**config.mk**
```make
export PLATFORM = sky130hd
export DESIGN_NAME = pulse_pattern_gen
export DESIGN_NICKNAME = d
export VERILOG_FILES = /design/src/rtl/pulse_pattern_gen.sv
export SDC_FILE = /design/constraint.sdc
export NUM_CORES = 1
export LEC_CHECK = 0
export CELL_PAD_IN_SITES_DETAIL_PLACEMENT = 1
export CELL_PAD_IN_SITES_GLOBAL_PLACEMENT = 2
export CORE_UTILIZATION = 34
export DETAILED_ROUTE_END_ITERATION = 10
export PLACE_DENSITY = 0.91
export SYNTH_ARGS = -nofsm -noshare
export SYNTH_HDL_FRONTEND = slang
export SYNTH_SLANG_ARGS = --single-unit
```
**constraint.sdc**
```tcl
create_clock -name Clk -period 8.2 [get_ports Clk]
set_input_delay 1.64 -clock Clk [delete_from_list [all_inputs] [get_ports Clk]]
set_output_delay 1.64 -clock Clk [all_outputs]
set_load 0.01 [all_outputs]
```
**src/rtl/pulse_pattern_gen.sv**
```systemverilog
// Periodic per-channel pulse source with phase offsets, emitted-edge counters and
// optional pairwise coincidence expectation (enable with PULSE_PATTERN_GEN_PAIR_EXPECT_EN).
module pulse_pattern_gen #(
  parameter int NCHAN = 4,
  parameter int NBITS = 4
) (
  input  logic             Clk,
  input  logic             Rst,
  input  logic             Start_i,
  input  logic             Abort_i,
  input  logic [NBITS-1:0] Period_i,
  input  logic [NBITS-1:0] Width_i,
  input  logic [NBITS-1:0] nPulses_i,
  input  logic [NCHAN-1:0] Mask_i,
  input  logic [NBITS-1:0] Delays_i [NCHAN],
  output logic [NCHAN-1:0] Channels,
  output logic             Busy_o,
  output logic             Done_o,
  output logic [NBITS-1:0] Cnt_emit [NCHAN],
  output logic [NBITS-1:0] Exp_pairs [NCHAN*(NCHAN-1)/2]
);

  localparam int NPAIR = NCHAN * (NCHAN - 1) / 2;

  localparam logic [1:0] S_IDLE = 2'd0;
  localparam logic [1:0] S_RUN  = 2'd1;
  localparam logic [1:0] S_DONE = 2'd2;

  logic [1:0]       r_state;
  logic [NBITS-1:0] r_phase;
  logic [NBITS-1:0] r_per_cnt;
  logic [NBITS-1:0] r_period;
  logic [NBITS-1:0] r_width;
  logic [NBITS-1:0] r_npulse;
  logic [NCHAN-1:0] r_mask;
  logic [NBITS-1:0] r_delay [NCHAN];
  logic [NBITS-1:0] r_cnt [NCHAN];

  logic             w_start;
  logic [NCHAN-1:0] w_ch_next;
  logic [NCHAN-1:0] w_rise;
  logic [NBITS:0]   w_ph;
  logic [NBITS:0]   w_pm1;
  logic [NBITS:0]   w_w;

  assign w_start = (r_state == S_IDLE) && Start_i && !Abort_i;
  assign w_ph    = {1'b0, r_phase};
  assign w_pm1   = {1'b0, r_period} - 1'b1;
  assign w_w     = {1'b0, r_width};

  // Channel rule uses NBITS+1 bit arithmetic so d+W can never wrap.
  always_comb begin
    w_ch_next = '0;
    for (int unsigned i = 0; i < NCHAN; i++) begin
      if ((r_state == S_RUN) && !Abort_i && r_mask[i] &&
          (w_ph >= {1'b0, r_delay[i]}) &&
          ((w_ph - {1'b0, r_delay[i]}) < w_w) &&
          (w_ph != w_pm1))
        w_ch_next[i] = 1'b1;
    end
  end

  assign w_rise = w_ch_next & ~Channels;

  always_ff @(posedge Clk) begin
    if (Rst) begin
      r_state   <= S_IDLE;
      r_phase   <= '0;
      r_per_cnt <= '0;
      Channels  <= '0;
    end else begin
      Channels <= w_ch_next;
      case (r_state)
        S_IDLE: begin
          if (w_start) begin
            if (nPulses_i != '0) begin
              r_state   <= S_RUN;
              r_period  <= (Period_i < NBITS'(2)) ? NBITS'(2) : Period_i;
              r_width   <= (Width_i == '0) ? NBITS'(1) : Width_i;
              r_npulse  <= nPulses_i;
              r_mask    <= Mask_i;
              r_delay   <= Delays_i;
              r_phase   <= '0;
              r_per_cnt <= '0;
            end else begin
              r_state <= S_DONE;
            end
          end
        end
        S_RUN: begin
          if (Abort_i) begin
            r_state <= S_IDLE;
          end else if (r_phase == r_period - 1'b1) begin
            r_phase <= '0;
            if (r_per_cnt == r_npulse - 1'b1)
              r_state <= S_DONE;
            else
              r_per_cnt <= r_per_cnt + 1'b1;
          end else begin
            r_phase <= r_phase + 1'b1;
          end
        end
        S_DONE:  r_state <= S_IDLE;
        default: r_state <= S_IDLE;
      endcase
    end
  end

  // Counters are cleared by any accepted start, including the zero-repeat case.
  always_ff @(posedge Clk) begin
    if (Rst || w_start) begin
      for (int unsigned i = 0; i < NCHAN; i++)
        r_cnt[i] <= '0;
    end else begin
      for (int unsigned i = 0; i < NCHAN; i++)
        if (w_rise[i] && (r_cnt[i] != '1))
          r_cnt[i] <= r_cnt[i] + 1'b1;
    end
  end

  assign Cnt_emit = r_cnt;
  assign Busy_o   = (r_state == S_RUN);
  assign Done_o   = (r_state == S_DONE);

`ifdef PULSE_PATTERN_GEN_PAIR_EXPECT_EN
  logic [NPAIR-1:0] w_pair_hit;
  logic [NBITS-1:0] r_pairs [NPAIR];

  // Pair index k = i*(2*NCHAN-i-1)/2 + (j-i-1) enumerates (i<j), i outer, j inner.
  for (genvar gi = 0; gi < NCHAN; gi++) begin : g_i
    for (genvar gj = gi + 1; gj < NCHAN; gj++) begin : g_j
      assign w_pair_hit[gi*(2*NCHAN-gi-1)/2 + gj - gi - 1] = w_rise[gi] & w_rise[gj];
    end
  end

  always_ff @(posedge Clk) begin
    if (Rst || w_start) begin
      for (int unsigned k = 0; k < NPAIR; k++)
        r_pairs[k] <= '0;
    end else begin
      for (int unsigned k = 0; k < NPAIR; k++)
        if (w_pair_hit[k] && (r_pairs[k] != '1))
          r_pairs[k] <= r_pairs[k] + 1'b1;
    end
  end

  assign Exp_pairs = r_pairs;
`else
  always_comb begin
    for (int unsigned k = 0; k < NPAIR; k++)
      Exp_pairs[k] = '0;
  end
`endif

endmodule
```
==> metrics <==
routed via count=2,787; hold_ws=0.512 ns; FILL cells=1,190; CTS tree=done; Clock Path Buffers=2; EDFF count, synth=32; Cell Area, Synth=0.00372 sq mm; WHS Path Cells=2; slowest CP cell=clkdlybuf4s50_1; FF-to-FF path depth=10; Cells after Synth=363; Hold Path End=r_per_cnt[3]; # setup viols final=0; post-route setup TNS=0 ns; Die W=107 um; Unique masters post-synth=50; worst IR drop on VDD=0.0000863 V; crit path launch type=register; Fmax achieved=280 MHz; Setup Buffers After CTS=0; Final Hold Vio Count=0; vias per inst=4.96; WL per Instance=14.7 um; core box area=0.0105 sq mm; Max FO, Critical Path=9; dpl ws=4.51 ns; commonest non-fill, non-tap cell in the layout=clkdlybuf4s50_1; required arrival time at the worst endpoint=6.56 ns; pwr dens=152 mW/mm^2; post-route ant nets=0; Diodes inserted=0; Slew HR=54.9%; critical path's largest stage delay=0.65 ns; Num CTS Buffers=9; part of the cycle the worst path needs=43.5%; Total Wirelength=8.27 mm; DRC Markers=0; GRT overflow=0; worst hold start=r_per_cnt[3]; leakage=0.00183 uW; Multi-input gate area=0.00189 sq mm; final period demand of the worst path=3.57 ns; IO Pins=82; root buffer cell=clkbuf_8; YS warnings=0; post-cts sizing count=0; sequential cell area=0.00156 sq mm; asr flop ratio synth=0%; crit end category=primary output; gpl congestion=0.774; row count=37; Port Buffer Count=57; die footprint=0.0114 sq mm; Crit Path Category=reg -> out; status=completed; level count of the clock H-tree=3; clk sinks=62; Seq/Total Area, Yosys=42.0%; reg-to-reg setup timing slack=5.01 ns; number of global-route vias before repair=2,959; Max Cap Viol=0; Slew Limit Fails=0; Main synth FF type=edfxtp_1; Setup Skew=0.0105 ns; Avg Inst Size Synth=10.2 sq um; Top delay family on crit path=buffers and inverters; Reg-to-Reg Start=r_phase[0]; gr usage total=16.0%; RSZ-0062 raised after global routing=false; DP HPWL=6.38 mm; worst slew pin tran=0.676 ns; CP cell instances=nor2b_1, clkdlybuf4s50_1; first-pass GRT wire length=14.1 mm; largest net degree at the start of global routing=33; Area Growth Syn to Fin=22.1%; clock slew at reported path FFs=0.07 ns; Worst-Skew Late Latency=0.35 ns; DR pass1 iterations=4; initial antenna violation count=0; Hold/Removal Path Class=reg -> reg; Final nets=497; reg2reg end=Cnt_emit[15]; WP buf/inv=1; most frequent cells in the layout=57 x clkdlybuf4s50_1, 36 x ha_1, 34 x inv_1; layout cells sized above 1=7.04%; drt initial violations=45; worst setup margin=4.63 ns; hold_buf cts=0; Chip Height=107 um; CP arrival=1.93 ns; Seq cells post-synth=62; initial core utilization=35.5%
[state kept, by name (all words and copies together), names as in the netlist]
register   count
Channels       4
Cnt_emit      16
r_delay       16
r_mask         4
r_npulse       4
r_per_cnt      4
r_period       4
r_phase        4
r_state        2
r_width        4
[worst max path at each step]
stage | startpoint | endpoint | slack (ns) | cells past startpoint
global placement | Abort_i | r_delay[10] | 4.61 | 5
finish | r_state[0] | Busy_o | 4.63 | 2
floorplan | Abort_i | r_delay[0] | 4.26 | 3
CTS | r_state[0] | Busy_o | 4.61 | 2
detailed placement | Abort_i | r_delay[11] | 4.51 | 5
global route | r_state[0] | Busy_o | 4.48 | 2
[tightest hold or removal path: stages, from the launching register on]
cell and delay (ns):
dfxtp_1 0.33, o21ai_0 0.07, a21oi_1 0.06
[cell type report]
cell class,count,area share [%]
flip-flops and latches,62,34.4
inverters,34,2.81
repair buffers,58,12.7
clock buffers,9,2.73
well taps,136,3.75
multi-input cells,256,41.6
clock inverters,7,1.96
[cells in the mapped netlist (2+ instances only)]
cell type  count  area [sq um]
o31ai_1        6          45.0
or2_2          2          12.5
edfxtp_1      32           961
dfxtp_1       30           601
nor2b_1        2          12.5
nand4_1        2          12.5
nor3_1         9          45.0
a31oi_1        4          25.0
fa_1           4          80.1
xnor2_1        9          78.8
a211oi_1       5          37.5
nor2_1        13          48.8
nand4_2        4          50.1
o21ai_0       16          80.1
clkbuf_1       7          26.3
buf_4         25           188
a21oi_1       28           140
or4_1          5          37.5
nand2_1       16          60.1
nand3_1       10          50.1
o211ai_1       3          22.5
mux2i_1        4          40.0
or3_1         10          62.6
xor2_1         9          78.8
nand3b_1       2          15.0
a21o_1         4          30.0
ha_1          36           450
inv_1         34           128
nand2b_1       7          43.8
o211a_1        5          50.1
[logic make-up (layout without fill, tap and decap cells)]
| group | Yosys count | count (layout) | synth area share (%) |
|---|---|---|---|
| fa+ha+maj | 40 | 40 | 14.3 |
| xor+xnor | 20 | 20 | 5.49 |
| other cells | 1 | 24 | 0.101 |
| compound gates | 78 | 78 | 13.7 |
| buf+inv | 68 | 108 | 9.63 |
| flops | 62 | 62 | 42.0 |
| simple gates | 90 | 90 | 13.7 |
| mux | 4 | 4 | 1.08 |
[power breakdown]
group          internal, uW  leakage (uW)  total, uW  switching [uW]
registers               332      0.000534        335            3.13
clock network           169      0.000103        289             121
logic                  31.7       0.00119       67.0            35.2
total                   532       0.00183        691             159
[per-layer routing]
metal / global-route usage [%] / routed length [um] / part of all wire, % / up-vias
met3: 3.56 / 326 / 3.9 / 12
met2: 28.6 / 4250 / 51 / 61
met5: 0 / 0 / 0 / -
met1: 18.7 / 3580 / 43 / 1346
met4: 6.07 / 123 / 1.5 / 0
li1: - / - / - / 1368
[through the flow]
step / util [%] / std cells / cell area (sq um) / total power [uW]
floorplan: - / 386 / 3800 / 389
global placement: 41.3 / 546 / 4320 / 406
detailed placement: 41.3 / 546 / 4320 / 409
CTS: 43.4 / 562 / 4540 / 703
global route: 43.4 / 562 / 4540 / 721
finish: 43.4 / 562 / 4540 / 691
Power figures use the tool's default switching activity.
